File: src/rtl/branch_predictor.sv
// ============================================================================
// branch_predictor : direct-mapped BTB with 2-bit counters, mispredict stats
// Revision 1.0
// ============================================================================
`default_nettype none

module branch_predictor #(
  parameter int ENTRIES = 16,
  parameter int IDX_W   = $clog2(ENTRIES)
) (
  input  logic        clk,
  input  logic        rst,
  input  logic [31:0] pc_f,
  output logic        pred_taken,
  output logic [31:0] pred_target,
  input  logic        upd_valid,
  input  logic [31:0] upd_pc,
  input  logic [4:0]  upd_brop,
  input  logic        upd_taken,
  input  logic [31:0] upd_target,
  input  logic        upd_pred_taken,
  input  logic [31:0] upd_pred_target,
  output logic        mispredict,
  output logic [15:0] br_cnt,
  output logic [15:0] miss_cnt
);

  localparam int TAG_W = 32 - IDX_W - 2;

  logic             valid_q  [ENTRIES];
  logic [TAG_W-1:0] tag_q    [ENTRIES];
  logic [31:0]      target_q [ENTRIES];
  logic             jmp_q    [ENTRIES];
  logic [1:0]       ctr_q    [ENTRIES];

  logic             valid_d  [ENTRIES];
  logic [TAG_W-1:0] tag_d    [ENTRIES];
  logic [31:0]      target_d [ENTRIES];
  logic             jmp_d    [ENTRIES];
  logic [1:0]       ctr_d    [ENTRIES];

  logic        mispredict_q, mispredict_d;
  logic [15:0] br_cnt_q, br_cnt_d;
  logic [15:0] miss_cnt_q, miss_cnt_d;

  logic [IDX_W-1:0] f_idx;
  logic [TAG_W-1:0] f_tag;
  logic             f_hit;

  logic [IDX_W-1:0] u_idx;
  logic [TAG_W-1:0] u_tag;
  logic             u_hit;
  logic             u_qual;
  logic             u_miss;

  // Only the index/tag bits and BrOp class bits carry meaning here.
  logic unused_bits;
  assign unused_bits = &{1'b0, upd_pc[1:0], upd_brop[2:0]};

  // Fetch-side lookup reads registered state only, so a same-cycle update
  // to the same index is not bypassed.
  always_comb begin
    f_idx       = pc_f[IDX_W+1:2];
    f_tag       = pc_f[31:IDX_W+2];
    f_hit       = valid_q[f_idx] && (tag_q[f_idx] == f_tag);
    pred_taken  = f_hit && (jmp_q[f_idx] || ctr_q[f_idx][1]);
    pred_target = f_hit ? target_q[f_idx] : (pc_f + 32'd4);
  end

  always_comb begin
    u_idx  = upd_pc[IDX_W+1:2];
    u_tag  = upd_pc[31:IDX_W+2];
    u_hit  = valid_q[u_idx] && (tag_q[u_idx] == u_tag);
    u_qual = upd_valid && (upd_brop[4:3] != 2'b00);
    u_miss = (upd_pred_taken != upd_taken) ||
             (upd_taken && (upd_pred_target != upd_target));
  end

  always_comb begin
    valid_d      = valid_q;
    tag_d        = tag_q;
    target_d     = target_q;
    jmp_d        = jmp_q;
    ctr_d        = ctr_q;
    mispredict_d = 1'b0;
    br_cnt_d     = br_cnt_q;
    miss_cnt_d   = miss_cnt_q;

    if (u_qual) begin
      mispredict_d = u_miss;
      if (br_cnt_q != 16'hFFFF) begin
        br_cnt_d = br_cnt_q + 16'd1;
      end
      if (u_miss && (miss_cnt_q != 16'hFFFF)) begin
        miss_cnt_d = miss_cnt_q + 16'd1;
      end

      if (u_hit) begin
        if (upd_taken) begin
          ctr_d[u_idx]    = (ctr_q[u_idx] == 2'b11) ? 2'b11 : (ctr_q[u_idx] + 2'd1);
          target_d[u_idx] = upd_target;
          jmp_d[u_idx]    = upd_brop[4];
        end else begin
          ctr_d[u_idx]    = (ctr_q[u_idx] == 2'b00) ? 2'b00 : (ctr_q[u_idx] - 2'd1);
        end
      end else if (upd_taken) begin
        // Allocation evicts whatever occupied the slot, starting weakly taken.
        valid_d[u_idx]  = 1'b1;
        tag_d[u_idx]    = u_tag;
        target_d[u_idx] = upd_target;
        jmp_d[u_idx]    = upd_brop[4];
        ctr_d[u_idx]    = 2'b10;
      end
    end
  end

  always_ff @(posedge clk or posedge rst) begin
    if (rst) begin
      for (int i = 0; i < ENTRIES; i++) begin
        valid_q[i]  <= 1'b0;
        tag_q[i]    <= '0;
        target_q[i] <= 32'd0;
        jmp_q[i]    <= 1'b0;
        ctr_q[i]    <= 2'b01;
      end
      mispredict_q <= 1'b0;
      br_cnt_q     <= 16'd0;
      miss_cnt_q   <= 16'd0;
    end else begin
      valid_q      <= valid_d;
      tag_q        <= tag_d;
      target_q     <= target_d;
      jmp_q        <= jmp_d;
      ctr_q        <= ctr_d;
      mispredict_q <= mispredict_d;
      br_cnt_q     <= br_cnt_d;
      miss_cnt_q   <= miss_cnt_d;
    end
  end

  assign mispredict = mispredict_q;
  assign br_cnt     = br_cnt_q;
  assign miss_cnt   = miss_cnt_q;

endmodule

`default_nettype wire
File: config.mk
export PLATFORM = sky130hd
export DESIGN_NAME = branch_predictor
export DESIGN_NICKNAME = d
export VERILOG_FILES = /design/src/rtl/branch_predictor.sv
export SDC_FILE = /design/constraint.sdc
export NUM_CORES = 2
export LEC_CHECK = 0
export CAP_MARGIN = 20
export CORE_UTILIZATION = 40
export DETAILED_ROUTE_END_ITERATION = 6
export GPL_ROUTABILITY_DRIVEN = 1
export PLACE_DENSITY_LB_ADDON = 0.1
export SLEW_MARGIN = 20
export SYNTH_ARGS = -nofsm -noshare
export SYNTH_HDL_FRONTEND = slang
export SYNTH_SLANG_ARGS = --single-unit
export TNS_END_PERCENT = 20
File: constraint.sdc
create_clock -name clk -period 29.7 [get_ports clk]
set_input_delay 2.97 -clock clk [delete_from_list [all_inputs] [get_ports clk]]
set_output_delay 2.97 -clock clk [all_outputs]
set_load 0.005 [all_outputs]
==> summary.md <==
| Metric | Value |
|---|---|
| Fin crit share | 42.5% |
| Layout Cells excl Fill | 5931 |
| Clock root buffer | clkbuf_16 |
| Routed wire length | 170 mm |
| Slowest stage cell, crit path | buf_4 |
| Ratio of cells with drive above 1 in the final layout | 33.9% |
| CP peak stage delay | 0.84 ns |
| Yosys reg bits | 1025 |
| Part of the Yosys area used for sequential elements | 49.0% |
| Clock-pin slew on the worst setup and hold paths | 0.06 ns |
| Post_cts resized | 0 |
| Setup bufs post-CTS | 0 |
| Sinks on Clock Net | 1025 |
| Slew Viols, Final | 0 |
| Die Height | 364 um |
| Core ar. | approximately 0.13 mm2 |
| Width of the die | 364 um |
| Crit. End Element | output pin |
| Post-synth ARST share | 100% |
| Area leader, netlist | dfrtp_1 |
| CTS H-tree depth | 3 |
| PwrDens | 66.9 mW/mm2 |
| DRC | 0 |
| Avg Inst Size Synth | 12.9 um2 |
| Status | finished clean |
| Largest net degree at the start of global routing | 182 |
| DR vias | 34237 |
| GP Congestion | around 0.83 |
| Sw Pwr | ~1.1 mW |
| Crit path DAT | 9.64 ns |
| Reg power frac | 45.1% |
| Clock buffer count from CTS | 115 |
| Ys flop type | dfrtp_1 |
| Clk_skew | 0.0333 ns |
| Routed wire length per instance | 28.6 um |
| Highest clock rate | 79.3 MHz |
| Sw Share | between 20 and 30% |
| Filler cell count | between 10000 and 15000 |
| Post-Syn Area | 0.0524 mm2 |
| Fin Setup TNS | 0 ns |
| Ys Warns | 0 |
| Number of setup violations in the final report | 0 |
| Placed insts | 5723 |
| Congestion Overflow GR | 0 |
| Area delta synth->final | 13.4% |
| Worst-margin pin slew | 1.07 ns |
| Die area | 0.132 mm2 |
| DRT Pass-1 Iters | 5 |
| Kind of critical path | input pin to output pin |
| Worst rel slew slack | 28.1% |
| CP cell instances | buf_8, buf_4, buf_4, mux4_2, mux4_2, xnor2_1, nand4_1, nor3_1, nand3_4, a21oi_1, clkdlybuf4s50_1 |
| Hold WC Path Type | register to register |
| Final Net Count | 4239 |
| Vias in the first global route | about 35000 |
| Net count after synthesis | 4207 |
| Clock share of power | 36.6% |
| Final WS setup | approximately 17 ns |
| Cell internal pwr | 2.90 mW |
| Vias per cell | 5.77 |
| Post-synth EDFFs | 0 |
| Synth cell types | 75 |
| Row Count | 132 |
| First-pass GRT wire length | around 250 mm |
| Syn Inst Count | 4066 |
| Post-layout min period | 12.61 ns |
| Starting Density | 40.4% |
| Cell leakage power | 26.7 nW |
| Dpl ws | 17.13 ns |
| Maxcap violations | 0 |
| Iteration-0 DRC Markers | 2866 |
| Clock Path Buffers | 3 |
| Post-Place Cell Area | 0.0556 mm2 |
| CP max FO | 58 |
| Logic pwr share | 18.3% |
| Hold-fix buffers at CTS | 0 |
| RSZ-0062 raised after global routing | false |
| Fin. Hold Viols | 0 |
| Worst VDD drop | slightly below 0.00005 V |
| GRT Total Usage | 26.0% |
| Clk_lat worst skew | 0.75 ns |
| # port buffers | 198 |
| Post-DP HPWL | about 99 mm |
| Top cells by area, synth | dfrtp_1, mux4_2, mux2_2, nand2_1, mux2i_1 |
| Routed Antenna Nets | 0 |
| Area share of the leading cell type in the synthesized netlist | 48.2% |
| CP required | 26.73 ns |
| CTS tree | done |
| I/O pin count | a little over 200 |
| Cell area after layout | approximately 0.059 mm2 |
| CP startpoint kind | input pin |
| Initial antenna violation count | 6 |
==> critical path, delay by kind of cell <==
kind                      cells  cell delay [ns]
buffers and inverters         4             2.78
and+or+nand+nor               3             1.47
muxes                         2             1.12
AOI/OAI and AO/OA             1             0.82
xor gates and xnor gates      1             0.34
==> per-layer routing <==
metal / track usage, % / part of all wire, % / vias to the layer above
met1: 36.8 / 45 / 18394
met3: 5.26 / 6.3 / 207
met4: 6.36 / 2.4 / 4
met5: 0 / 0.017 / -
met2: 40.9 / 47 / 982
li1: - / - / 14650
==> logic make-up (layout without fill, tap and decap cells) <==
group | count (synthesis) | after routing | synth area share, %
flip-flops | 1025 | 1025 | 49.0
AND/OR/NAND/NOR | 1162 | 1162 | 9.33
other | 0 | 2 | 0
multiplexers | 1177 | 1177 | 33.5
XOR/XNOR | 143 | 143 | 2.39
adder cells (fa/ha/maj) | 5 | 5 | 0.110
AO/OA/AOI/OAI | 167 | 167 | 2.20
buffers and inverters | 387 | 508 | 3.45
==> area by class of cell <==
type / instances / area [um2] / area share [%]
flip-flops and latches: 1025 / 25700 / 43.2
multi-input cells: 2654 / 25100 / 42.2
clock buffers: 177 / 3480 / 5.86
repair buffers: 279 / 2610 / 4.38
well taps: 1742 / 2180 / 3.67
clock inverters: 29 / 322 / 0.541
inverters: 23 / 90.1 / 0.152
diodes: 2 / 5.00 / 0.00842
==> cells in the final DEF, fill, tap and decap left out, types with 13 or more instances in the layout <==
master           netlist  final
a21oi_1               44     44
a22oi_1               17     17
o22ai_1               13     13
xor2_1                72     72
nand2b_1              23     23
clkbuf_8               0     38
clkinv_2               0     16
dfstp_2               16     16
xnor2_1               71     71
mux2_4                19     19
nand2_1              879    874
mux2i_1               89     89
nor2_1                82     71
clkbuf_1             228     25
o211ai_1              14     14
mux4_2               387    387
nor3_1                23     23
mux2_2               680    680
inv_1                 22     21
clkdlybuf4s50_1        0    190
nand4_1               23     23
nand3_1               49     42
clkbuf_16              0    115
buf_4                 27     83
dfrtp_1             1009   1009
==> registers in the layout, summed over array words and instances, names as in the netlist <==
register / cells
target_q: 512
tag_q: 416
ctr_q: 32
br_cnt: 16
jmp_q: 16
miss_cnt: 16
valid_q: 16
mispredict: 1
==> final timing paths <==
path | startpoint | to | slack [ns] | depth (start not counted)
setup / recovery | pc_f[2] | pred_target[18] | 17.09 | 11
min in group asynchronous | rst | target_q[38] | 2.92 | 3
hold / removal | target_q[296] | target_q[296] | 0.47 | 2
setup reg to reg | tag_q[331] | tag_q[348] | 24.74 | 10
max in group asynchronous | rst | br_cnt[0] | 22.49 | 8
hold reg to reg | target_q[296] | target_q[296] | 0.47 | 2
==> cells in the mapped netlist (4+ instances only) <==
cell type / n
dfrtp_1: 1009
nand2_1: 879
mux2_2: 680
mux4_2: 387
clkbuf_1: 228
mux2i_1: 89
nor2_1: 82
xor2_1: 72
xnor2_1: 71
nand3_1: 49
buf_1: 46
a21oi_1: 44
buf_2: 35
buf_4: 27
buf_6: 25
nand2b_1: 23
nand4_1: 23
nor3_1: 23
inv_1: 22
mux2_4: 19
a22oi_1: 17
dfstp_2: 16
o211ai_1: 14
o22ai_1: 13
and3_1: 11
nor4_1: 11
o32ai_1: 10
and2_1: 9
o21ai_0: 9
a211oi_1: 8
a31oi_1: 8
and4_1: 8
o22a_1: 8
or3_1: 8
a221oi_1: 7
nand2_4: 7
nand2_2: 6
o31ai_1: 6
a22o_1: 4
nor2b_1: 4
or4_1: 4
==> power by group through the flow <==
stage / registers, mW / logic, mW / clock network (mW)
floorplan: 1.77 / 0.544 / 0
global placement: 1.81 / 0.724 / 0
detailed placement: 1.81 / 0.734 / 0
CTS: 1.79 / 0.736 / 1.49
global route: 1.82 / 0.790 / 1.54
finish: 1.79 / 0.729 / 1.45
==> metrics by stage <==
stage	total power [mW]	utilization, %	hold WS, ns
2_1_floorplan	2.32	-	0.441
3_3_place_gp	2.53	42.9	0.453
3_5_place_dp	2.55	42.9	0.457
4_1_cts	4.01	45.8	0.473
5_1_grt	4.15	45.8	0.482
6_report	3.98	45.8	0.470
(Power assumes the default switching activity.)
